File: config.mk
export PLATFORM = sky130hd
export DESIGN_NAME = seq_alu_flat
export DESIGN_NICKNAME = d
export VERILOG_FILES = /design/src/rtl/seq_alu_if.sv /design/src/rtl/seq_alu.sv /design/src/flat_wrapper.sv
export SDC_FILE = /design/constraint.sdc
export NUM_CORES = 1
export LEC_CHECK = 0
export ABC_CLOCK_PERIOD_IN_PS = 5280
export BUFFER_PORTS_ARGS = -buffer_cell sky130_fd_sc_hd__buf_2
export CORE_MARGIN = 8
export CORE_UTILIZATION = 60
export CTS_BUF_LIST = sky130_fd_sc_hd__clkbuf_4 sky130_fd_sc_hd__clkbuf_8 sky130_fd_sc_hd__clkbuf_16
export CTS_CLUSTER_DIAMETER = 50
export DETAILED_ROUTE_END_ITERATION = 10
export PLACE_DENSITY = 0.94
export SLEW_MARGIN = 40
export SYNTH_ARGS = -nofsm -noshare
export SYNTH_HDL_FRONTEND = slang
export SYNTH_SLANG_ARGS = --single-unit
File: constraint.sdc
create_clock -name clk -period 5.28 [get_ports clk]
set_input_delay 0.792 -clock clk [delete_from_list [all_inputs] [get_ports clk]]
set_output_delay 0.792 -clock clk [all_outputs]
set_load 0.02 [all_outputs]
File: src/rtl/seq_alu_if.sv
// seq_alu_if: valid/ready operand port and result port of the sequential ALU.
// master = producer of operands / consumer of results; slave = the ALU itself.
interface seq_alu_if #(
  parameter int unsigned WIDTH = 8
);
  logic             in_valid;
  logic             in_ready;
  logic [2:0]       opcode;
  logic [WIDTH-1:0] in1;
  logic [WIDTH-1:0] in2;
  logic             out_valid;
  logic             out_ready;
  logic [WIDTH-1:0] out1;
  logic [3:0]       flags;

  modport master (
    output in_valid, opcode, in1, in2, out_ready,
    input  in_ready, out_valid, out1, flags
  );

  modport slave (
    input  in_valid, opcode, in1, in2, out_ready,
    output in_ready, out_valid, out1, flags
  );
endinterface

File: src/rtl/seq_alu.sv
// seq_alu: handshaked ALU with registered result and NZCV flags {N,Z,C,V}.
// Opcodes 0-6 complete one edge after accept. Defining SEQ_ALU_MUL_EN builds an
// iterative shift-add multiply for opcode 7 (WIDTH+1 edges); otherwise opcode 7
// returns 0 with only Z set after one edge.
module seq_alu #(
  parameter int unsigned WIDTH = 8,
  parameter int unsigned SHW   = $clog2(WIDTH)
) (
  input logic      clk,
  input logic      rst,
  seq_alu_if.slave bus
);

`ifdef SEQ_ALU_MUL_EN
  localparam int unsigned CW = $clog2(WIDTH + 1);
  typedef enum logic [1:0] {StIdle = 2'd0, StBusy = 2'd1, StDone = 2'd2} state_e;
`else
  typedef enum logic [1:0] {StIdle = 2'd0, StDone = 2'd2} state_e;
`endif

  state_e           state_q, state_d;
  logic [WIDTH-1:0] out1_q, out1_d;
  logic [3:0]       flags_q, flags_d;
  logic             accept;

  logic [WIDTH-1:0] alu_res;
  logic             alu_c;
  logic             alu_v;
  logic [3:0]       alu_flags;
  logic [WIDTH:0]   sum;
  logic [WIDTH:0]   diff;
  logic [2*WIDTH-1:0] shl;

`ifdef SEQ_ALU_MUL_EN
  logic [CW-1:0]      cnt_q, cnt_d;
  logic [2*WIDTH-1:0] acc_q, acc_d;
  logic [2*WIDTH-1:0] mcand_q, mcand_d;
  logic [WIDTH-1:0]   mplier_q, mplier_d;
  logic [2*WIDTH-1:0] step_acc;
`endif

  // In DONE a new operation can be taken in the same cycle as the handoff.
  assign bus.in_ready  = (state_q == StIdle) || ((state_q == StDone) && bus.out_ready);
  assign bus.out_valid = (state_q == StDone);
  assign bus.out1      = out1_q;
  assign bus.flags     = flags_q;
  assign accept        = bus.in_valid && bus.in_ready;

  // Single-cycle datapath for opcodes 0-6 (and the stub opcode 7).
  always_comb begin
    alu_res = '0;
    alu_c   = 1'b0;
    alu_v   = 1'b0;
    sum     = {1'b0, bus.in1} + {1'b0, bus.in2};
    diff    = {1'b0, bus.in1} - {1'b0, bus.in2};
    // Widened shift: bit WIDTH holds the last bit shifted out (0 for amount 0).
    shl     = {{WIDTH{1'b0}}, bus.in1} << bus.in2[SHW-1:0];
    unique case (bus.opcode)
      3'd0: alu_res = bus.in1;
      3'd1: begin
        alu_res = sum[WIDTH-1:0];
        alu_c   = sum[WIDTH];
        alu_v   = (bus.in1[WIDTH-1] == bus.in2[WIDTH-1]) &&
                  (sum[WIDTH-1] != bus.in1[WIDTH-1]);
      end
      3'd2: begin
        alu_res = diff[WIDTH-1:0];
        alu_c   = diff[WIDTH];
        alu_v   = (bus.in1[WIDTH-1] != bus.in2[WIDTH-1]) &&
                  (diff[WIDTH-1] != bus.in1[WIDTH-1]);
      end
      3'd3: alu_res = bus.in1 & bus.in2;
      3'd4: alu_res = bus.in1 | bus.in2;
      3'd5: alu_res = bus.in1 ^ bus.in2;
      3'd6: begin
        alu_res = shl[WIDTH-1:0];
        alu_c   = shl[WIDTH];
      end
      3'd7: alu_res = '0;
    endcase
    alu_flags = {alu_res[WIDTH-1], (alu_res == '0), alu_c, alu_v};
  end

  // Next-state, result capture and multiply stepping.
  always_comb begin
    state_d  = state_q;
    out1_d   = out1_q;
    flags_d  = flags_q;
`ifdef SEQ_ALU_MUL_EN
    cnt_d    = cnt_q;
    acc_d    = acc_q;
    mcand_d  = mcand_q;
    mplier_d = mplier_q;
    step_acc = mplier_q[0] ? (acc_q + mcand_q) : acc_q;
`endif
    unique case (state_q)
      StIdle, StDone: begin
        if (accept) begin
          state_d = StDone;
          out1_d  = alu_res;
          flags_d = alu_flags;
`ifdef SEQ_ALU_MUL_EN
          if (bus.opcode == 3'd7) begin
            state_d  = StBusy;
            out1_d   = out1_q;
            flags_d  = flags_q;
            cnt_d    = CW'(WIDTH);
            acc_d    = '0;
            mcand_d  = {{WIDTH{1'b0}}, bus.in1};
            mplier_d = bus.in2;
          end
`endif
        end else if ((state_q == StIdle) || bus.out_ready) begin
          state_d = StIdle;
        end
      end
`ifdef SEQ_ALU_MUL_EN
      StBusy: begin
        acc_d    = step_acc;
        mcand_d  = mcand_q << 1;
        mplier_d = mplier_q >> 1;
        cnt_d    = cnt_q - CW'(1);
        // Last of WIDTH steps: step_acc now holds the full product.
        if (cnt_q == CW'(1)) begin
          state_d = StDone;
          out1_d  = step_acc[WIDTH-1:0];
          flags_d = {step_acc[WIDTH-1], (step_acc[WIDTH-1:0] == '0),
                     (step_acc[2*WIDTH-1:WIDTH] != '0), 1'b0};
        end
      end
`endif
      default: state_d = StIdle;
    endcase
  end

  // State and result registers; reset discards any pending result.
  always_ff @(posedge clk or posedge rst) begin
    if (rst) begin
      state_q  <= StIdle;
      out1_q   <= '0;
      flags_q  <= '0;
`ifdef SEQ_ALU_MUL_EN
      cnt_q    <= '0;
      acc_q    <= '0;
      mcand_q  <= '0;
      mplier_q <= '0;
`endif
    end else begin
      state_q  <= state_d;
      out1_q   <= out1_d;
      flags_q  <= flags_d;
`ifdef SEQ_ALU_MUL_EN
      cnt_q    <= cnt_d;
      acc_q    <= acc_d;
      mcand_q  <= mcand_d;
      mplier_q <= mplier_d;
`endif
    end
  end

endmodule

File: src/flat_wrapper.sv
// flat-port wrapper written by rule: the top's interface ports become plain ports
module seq_alu_flat 
#(
  parameter int unsigned WIDTH = 8,
  parameter int unsigned SHW   = $clog2(WIDTH)
)
  (clk, rst, bus_in_valid, bus_opcode, bus_in1, bus_in2, bus_out_ready, bus_in_ready, bus_out_valid, bus_out1, bus_flags);
  seq_alu_if #(.WIDTH(WIDTH)) bus_i ();
  input logic clk;
  input logic rst;
  input wire logic [$bits(bus_i.in_valid)-1:0] bus_in_valid;
  input wire logic [$bits(bus_i.opcode)-1:0] bus_opcode;
  input wire logic [$bits(bus_i.in1)-1:0] bus_in1;
  input wire logic [$bits(bus_i.in2)-1:0] bus_in2;
  input wire logic [$bits(bus_i.out_ready)-1:0] bus_out_ready;
  output wire logic [$bits(bus_i.in_ready)-1:0] bus_in_ready;
  output wire logic [$bits(bus_i.out_valid)-1:0] bus_out_valid;
  output wire logic [$bits(bus_i.out1)-1:0] bus_out1;
  output wire logic [$bits(bus_i.flags)-1:0] bus_flags;
  assign bus_i.in_valid = bus_in_valid;
  assign bus_i.opcode = bus_opcode;
  assign bus_i.in1 = bus_in1;
  assign bus_i.in2 = bus_in2;
  assign bus_i.out_ready = bus_out_ready;
  assign bus_in_ready = bus_i.in_ready;
  assign bus_out_valid = bus_i.out_valid;
  assign bus_out1 = bus_i.out1;
  assign bus_flags = bus_i.flags;
  seq_alu #(.WIDTH(WIDTH), .SHW(SHW)) u_core (.clk(clk), .rst(rst), .bus(bus_i));
endmodule
==> metrics, run 1 <==
Routed WL per cell=about 16 um; RSZ-0062 raised after global routing=false; starting density of the core=62.32%; CP Max Fanout=12; worst slew pin tran=slightly above 700 ps; antenna violations before repair=0; clk_skew=around 2.4 ps; Antenna diodes=0; H-tree Lvls=1; number of unique standard cell types used by synthesis=64; register share of total power=approximately 28%; Final period util=between 50% and 60%; NetSw=about 170 uW; pwr dens=roughly 180 nW/um^2; DRC errors left=0; Combinational Power Share=about 54%; share of the synthesized area in the top cell type=15.04%; flop2flop setup slack=between 2000 and 3000 ps; Area Growth Syn to Fin=8.484%; drt first pass iters=5; Final Hold Fails=0; syn nets=slightly above 300; most common cell after layout, fill and taps aside=buf_2; main area contributors after synthesis=ha_1, dfrtp_1, a21oi_1; fraction of layout instances using a drive strength above 1=roughly 20%; RR Startpoint=u_core.state_q[1]; post-synthesis cell count=between 200 and 300; setup bufs post-CTS=0; GRT Total Usage=approximately 19%; achievable frequency=about 330 MHz; hold path start=u_core.bus.flags[0]; worst relative slew slack=between 50% and 60%; vias in the first global route=between 1500 and 2000; die area=roughly 5600 sq um; Slew Viols, Final=0; NumNets Final=331; Die X=between 70 and 80 um; Die Ht=~75 um; P_leak=0.001059 uW; Antenna Nets Post-Route=0; CTS Buf Count=3; Clock Path Buffers=2; port bufs=36; hold path depth=2; Mean Syn Cell Area=around 8 sq um; cts repair resizes=0; global-route wire length before repair=8.590 mm; CTS Sinks=12; hpwl dp=around 4.2 mm; CORE AREA=~3300 sq um; worst vdd ir=0.06338 mV; Ys Warns=0; Internal Dissipation=236.8 uW; setup_tns=0 ps; largest net degree at the start of global routing=30; CTS tree=done; dominant cell type by area after synthesis=ha_1; R2R depth=7; hold_buf cts=0; hold path endpoint=u_core.bus.flags[0]; DRT iter0 DRCs=232; CP Class=input pin to register; Max Cap Viol=0; Worst EP required=5440 ps; clock share of power=17.6%; synthesized area=between 2000 and 2500 sq um; total vias in the final route=around 2100; total gr overflow=0; min Tclk post-route=roughly 3000 ps; I/O pins=37; final setup fails=0; Std-Cell Rows=21; CTS root buffer=clkbuf_4; Critical Path AT=3150 ps; Net Sw Frac=roughly 41%; Worst-Skew Late Latency=roughly 270 ps; Post-synth EDFFs=0; HP Class=register to register; post-synthesis async set-or-reset flop share=between 90% and 100%; Core Util, Final=67.60%; RePlAce Congestion=roughly 0.98; synthesis-stage register bit count=12; WL final=5.369 mm; Worst R2R End=u_core.bus.flags[2]; Reg clk slew, reported paths=around 70 ps; sequential area share after synthesis=14.44%; Worst setup SP type=input pin; most frequent cells in the layout=buf_2, inv_1, ha_1; via-per-instance ratio=roughly 6.4; status=finished clean; Primary FF master, synth=dfrtp_1; crit end category=register
-- how the worst max path moves through the flow --
stage | from | end | slack (ps) | depth (start not counted)
finish | bus_in2[1] | u_core.bus.out1[7] | 2290 | 10
global route | bus_in2[1] | u_core.bus.flags[2] | 2110 | 9
CTS | bus_in2[1] | u_core.bus.out1[7] | 2320 | 10
detailed placement | bus_in2[1] | u_core.bus.out1[7] | 2030 | 10
global placement | bus_in2[0] | u_core.bus.out1[6] | 2090 | 10
floorplan | bus_in2[1] | u_core.bus.out1[7] | 2300 | 10
-- state kept, by name, indices dropped and copies added (netlist names) --
| signal | count |
|---|---|
| u_core.bus.out1 | 8 |
| u_core.state_q | 1 |
| u_core.bus.flags | 3 |
-- per-layer routing --
| metal | global-route usage (%) | part of all wire [%] | vias up |
|---|---|---|---|
| met5 | 0 | 0 | - |
| met4 | 6.522 | 2.0 | 0 |
| met3 | 1.864 | 11 | 11 |
| met2 | 31.38 | 45 | 129 |
| met1 | 25.82 | 42 | 966 |
| li1 | - | - | 991 |
-- logic make-up (layout without fill, tap and decap cells) --
logic type	after synthesis	after routing	synth area share, %
mux	12	12	10.29
xor+xnor	5	5	2.106
flops	12	12	14.44
fa+ha+maj	27	27	16.97
simple gates	75	75	18.89
compound gates	82	82	27.32
buf+inv	46	67	9.988
-- per-stage QoR --
| stage | hold WS, ps | setup WS, ps | instance area, sq um | total power (uW) | instances |
|---|---|---|---|---|---|
| 2_1_floorplan | 590.0 | 2304 | 2079 | 275.6 | 259 |
| 5_1_grt | 511.1 | 2111 | 2256 | 433.0 | 326 |
| 4_1_cts | 481.3 | 2316 | 2256 | 403.4 | 326 |
| 6_report | 471.6 | 2286 | 2256 | 404.6 | 326 |
| 3_3_place_gp | 456.5 | 2087 | 2215 | 326.8 | 322 |
| 3_5_place_dp | 465.7 | 2029 | 2220 | 331.9 | 322 |
-- cells in the mapped netlist (3+ instances only) --
cell	count
dfrtp_1	12
nor3b_1	4
clkbuf_1	6
nor2_1	11
o2111ai_1	4
o21bai_1	3
a21oi_1	21
buf_4	5
mux4_1	4
xnor2_1	4
inv_1	26
o221a_2	3
nand2_1	24
nand3_1	3
a31oi_1	7
buf_2	7
nor2b_1	4
ha_1	25
mux2i_1	3
nand2b_1	5
nor3_1	6
o21ai_0	17
mux2_2	3
o22ai_1	3
-- power groups by stage --
| stage | registers, uW | logic (uW) | clock network, uW |
|---|---|---|---|
| 3_3_place_gp | 116 | 211 | 0 |
| 4_1_cts | 115 | 216 | 72.3 |
| 3_5_place_dp | 117 | 215 | 0 |
| 6_report | 115 | 218 | 71.4 |
| 2_1_floorplan | 136 | 139 | 0 |
| 5_1_grt | 117 | 237 | 78.4 |
-- area by class of cell --
class                   count  area (sq um)
inverters                  26         97.59
well taps                  46         57.56
clock buffers               4         36.28
fillers                   295          1081
multi-input cells         201          1577
flip-flops and latches     12         300.3
repair buffers             37         187.7
-- worst max-delay path, cell delays in order --
cell	delay, ps
buf_2	220
inv_1	190
ha_1	360
o21ba_2	230
nor4_1	360
o31a_1	270
nor2_1	70
a2111oi_2	270
nor3_1	110
mux2_2	270
Power figures use the tool's default switching activity.
==> run 2: changes to the inputs <==
--- a/config.mk
+++ b/config.mk
@@ -5,14 +5,14 @@
 export SDC_FILE = /design/constraint.sdc
 export NUM_CORES = 1
 export LEC_CHECK = 0
-export ABC_CLOCK_PERIOD_IN_PS = 5280
+export ABC_CLOCK_PERIOD_IN_PS = 3100
 export BUFFER_PORTS_ARGS = -buffer_cell sky130_fd_sc_hd__buf_2
 export CORE_MARGIN = 8
-export CORE_UTILIZATION = 60
+export CORE_UTILIZATION = 57
 export CTS_BUF_LIST = sky130_fd_sc_hd__clkbuf_4 sky130_fd_sc_hd__clkbuf_8 sky130_fd_sc_hd__clkbuf_16
 export CTS_CLUSTER_DIAMETER = 50
 export DETAILED_ROUTE_END_ITERATION = 10
-export PLACE_DENSITY = 0.94
+export PLACE_DENSITY = 0.9
 export SLEW_MARGIN = 40
 export SYNTH_ARGS = -nofsm -noshare
 export SYNTH_HDL_FRONTEND = slang
==> constraint.sdc (replaced) <==
create_clock -name clk -period 3.1 [get_ports clk]
set_input_delay 0.465 -clock clk [delete_from_list [all_inputs] [get_ports clk]]
set_output_delay 0.465 -clock clk [all_outputs]
set_load 0.02 [all_outputs]
==> run 2 against run 1 <==
  * Via count is 2.7% higher
  * Clock power rose by 33%
  * Final cell count increased by 1.8%
  * Wire length is 4.5% higher
  * Critical path depth did not move
  * Combinational power increased by 75%
  * Non-clock buffer count is 5 higher
  * Setup slack worse by 1900 ps
  * Die area grew 4.1%
  * Clock skew is 2.0 ps lower
  * Clock-buffer cell count shrank 1
  * Total power grew 66%
==> metrics, run 2 (synthesis gave the netlist of run 1 again) <==
Final Hold Fails=0 (unchanged); setup bufs post-CTS=0 (unchanged); starting density of the core=58.11% (-4.2 points); total vias in the final route=2153 (+2.7%); hpwl dp=4.394 mm (+3.9%); clock share of power=14.2% (-3.4 points); min Tclk post-route=2687 ps; CTS Sinks=12 (unchanged); Final period util=between 80% and 90%; H-tree Lvls=1 (unchanged); Std-Cell Rows=22 (+4.8%); vias in the first global route=2131 (+17%); WL final=5.609 mm (+4.5%); setup_tns=0 ps (unchanged); register share of total power=29.0% (+0.6 points); total gr overflow=0 (unchanged); Final WS setup=413.1 ps (-1873 ps); CTS Buf Count=3 (unchanged); Die Ht=76.40 um (+2.0%); worst vdd ir=0.1156 mV (+82%); Combinational Power Share=56.8% (+2.8 points); P_leak=0.001074 uW (+1.4%); Clock Path Buffers=2 (unchanged); Antenna Nets Post-Route=0 (unchanged); Slew Viols, Final=0 (unchanged); antenna violations before repair=0 (unchanged); Power Total=672.5 uW (+66%); CP Max Fanout=12 (unchanged); Internal Dissipation=382.0 uW (+61%); final setup fails=0 (unchanged); DRT iter0 DRCs=178 (-23%); Worst-Skew Late Latency=280 ps (about the same); most common cell after layout, fill and taps aside=buf_2; largest net degree at the start of global routing=30 (unchanged); hold_buf cts=0 (unchanged); Antenna diodes=0 (unchanged); Die X=76.40 um (+2.0%); CTS tree=done; drt first pass iters=5 (unchanged); max FFs per register=8 (unchanged); port bufs=36 (unchanged); I/O pins=37 (unchanged); via-per-instance ratio=6.485 (+0.81%); Setup WS pre-CTS=133.1 ps (-1896 ps); Max Cap Viol=0 (unchanged); CORE AREA=3578 sq um (+7.2%); crit end category=register; GRT Total Usage=19.59% (+0.28 points); fraction of layout instances using a drive strength above 1=21.13% (+0.77 points); RePlAce Congestion=0.9652 (-1.6%); Reg clk slew, reported paths=60 ps (about the same); Routed WL per cell=16.89 um (+2.6%); RSZ-0062 raised after global routing=false; NumNets Final=336 (+1.5%); Net Sw Frac=43.20% (+1.7 points); CP Class=input pin to register; die area=5837 sq um (+4.1%); global-route wire length before repair=9.715 mm (+13%); worst slew pin tran=620.9 ps (-101.0 ps); NetSw=290.5 uW (+73%); clk_skew=0.4012 ps (-2.000 ps); most frequent cells in the layout=buf_2, inv_1, ha_1; pwr dens=295.3 nW/um^2 (+65%); achievable frequency=around 370 MHz; worst relative slew slack=58.52% (+6.7 points); DR WL met2=2.573 mm (+5.9%); HP Class=input pin to asynchronous set/reset pin; top sig layer=met4; cts repair resizes=0 (unchanged); status=finished clean; Critical Path AT=2880 ps (-270 ps); DRC errors left=0 (unchanged); Area Growth Syn to Fin=9.506%; CTS root buffer=clkbuf_4; Worst setup SP type=input pin; Worst EP required=3290 ps (-2150 ps); wire length on met1=2.167 mm (-4.3%); routed wl met3=622 um (+9.3%)
-- run 2: power groups by stage --
stage / registers [uW] / clock network (uW) / logic (uW)
after floorplan: 232 / 0 / 237
after global placement: 196 / 0 / 365
after detailed placement: 199 / 0 / 376
after CTS: 196 / 97.5 / 377
after global routing: 199 / 109 / 418
final: 195 / 95.2 / 382
-- run 2: path summary, 6_finish.rpt --
check	cells past startpoint	slack, ps	endpoint	start
max	10	410	u_core.bus.flags[2]	bus_in2[0]
min	2	170	u_core.bus.flags[2]	rst
max reg2reg	7	1050	u_core.bus.flags[2]	u_core.state_q[1]
min reg2reg	2	470	u_core.bus.out1[4]	u_core.bus.out1[4]
max in group asynchronous	2	2640	u_core.state_q[1]	rst
min in group clk	2	450	u_core.state_q[1]	bus_in_valid
-- run 2: cell type report --
type                    instances  area, sq um
clock buffers                   3        22.52
fillers                       330         1301
inverters                      26        97.59
multi-input cells             201         1572
flip-flops and latches         12        300.3
well taps                      48        60.06
repair buffers                 42        225.2
-- run 2: critical path, cell delays in order --
cell and delay [ps]:
buf_2 240, ha_1 260, inv_1 70, fa_1 480
inv_1 40, mux4_2 430, o21ai_0 290, nand4_1 150
nand4bb_1 220, o31ai_2 230
-- run 2: metrics by stage --
stage          cells  area [sq um]  util, %  hold WS (ps)
2_1_floorplan    259          2079        -         329.7
3_3_place_gp     329          2255    63.01         457.8
3_5_place_dp     329          2255    63.01         466.2
4_1_cts          332          2277    63.64         178.9
5_1_grt          332          2277    63.64         186.5
6_report         332          2277    63.64         166.2
-- run 2: layer usage --
| layer | GRT usage [%] | vias to the layer above |
|---|---|---|
| met1 | 22.65 | 975 |
| met3 | 5.660 | 29 |
| met2 | 31.11 | 155 |
| met5 | 0 | - |
| met4 | 12.12 | 0 |
| li1 | - | 994 |
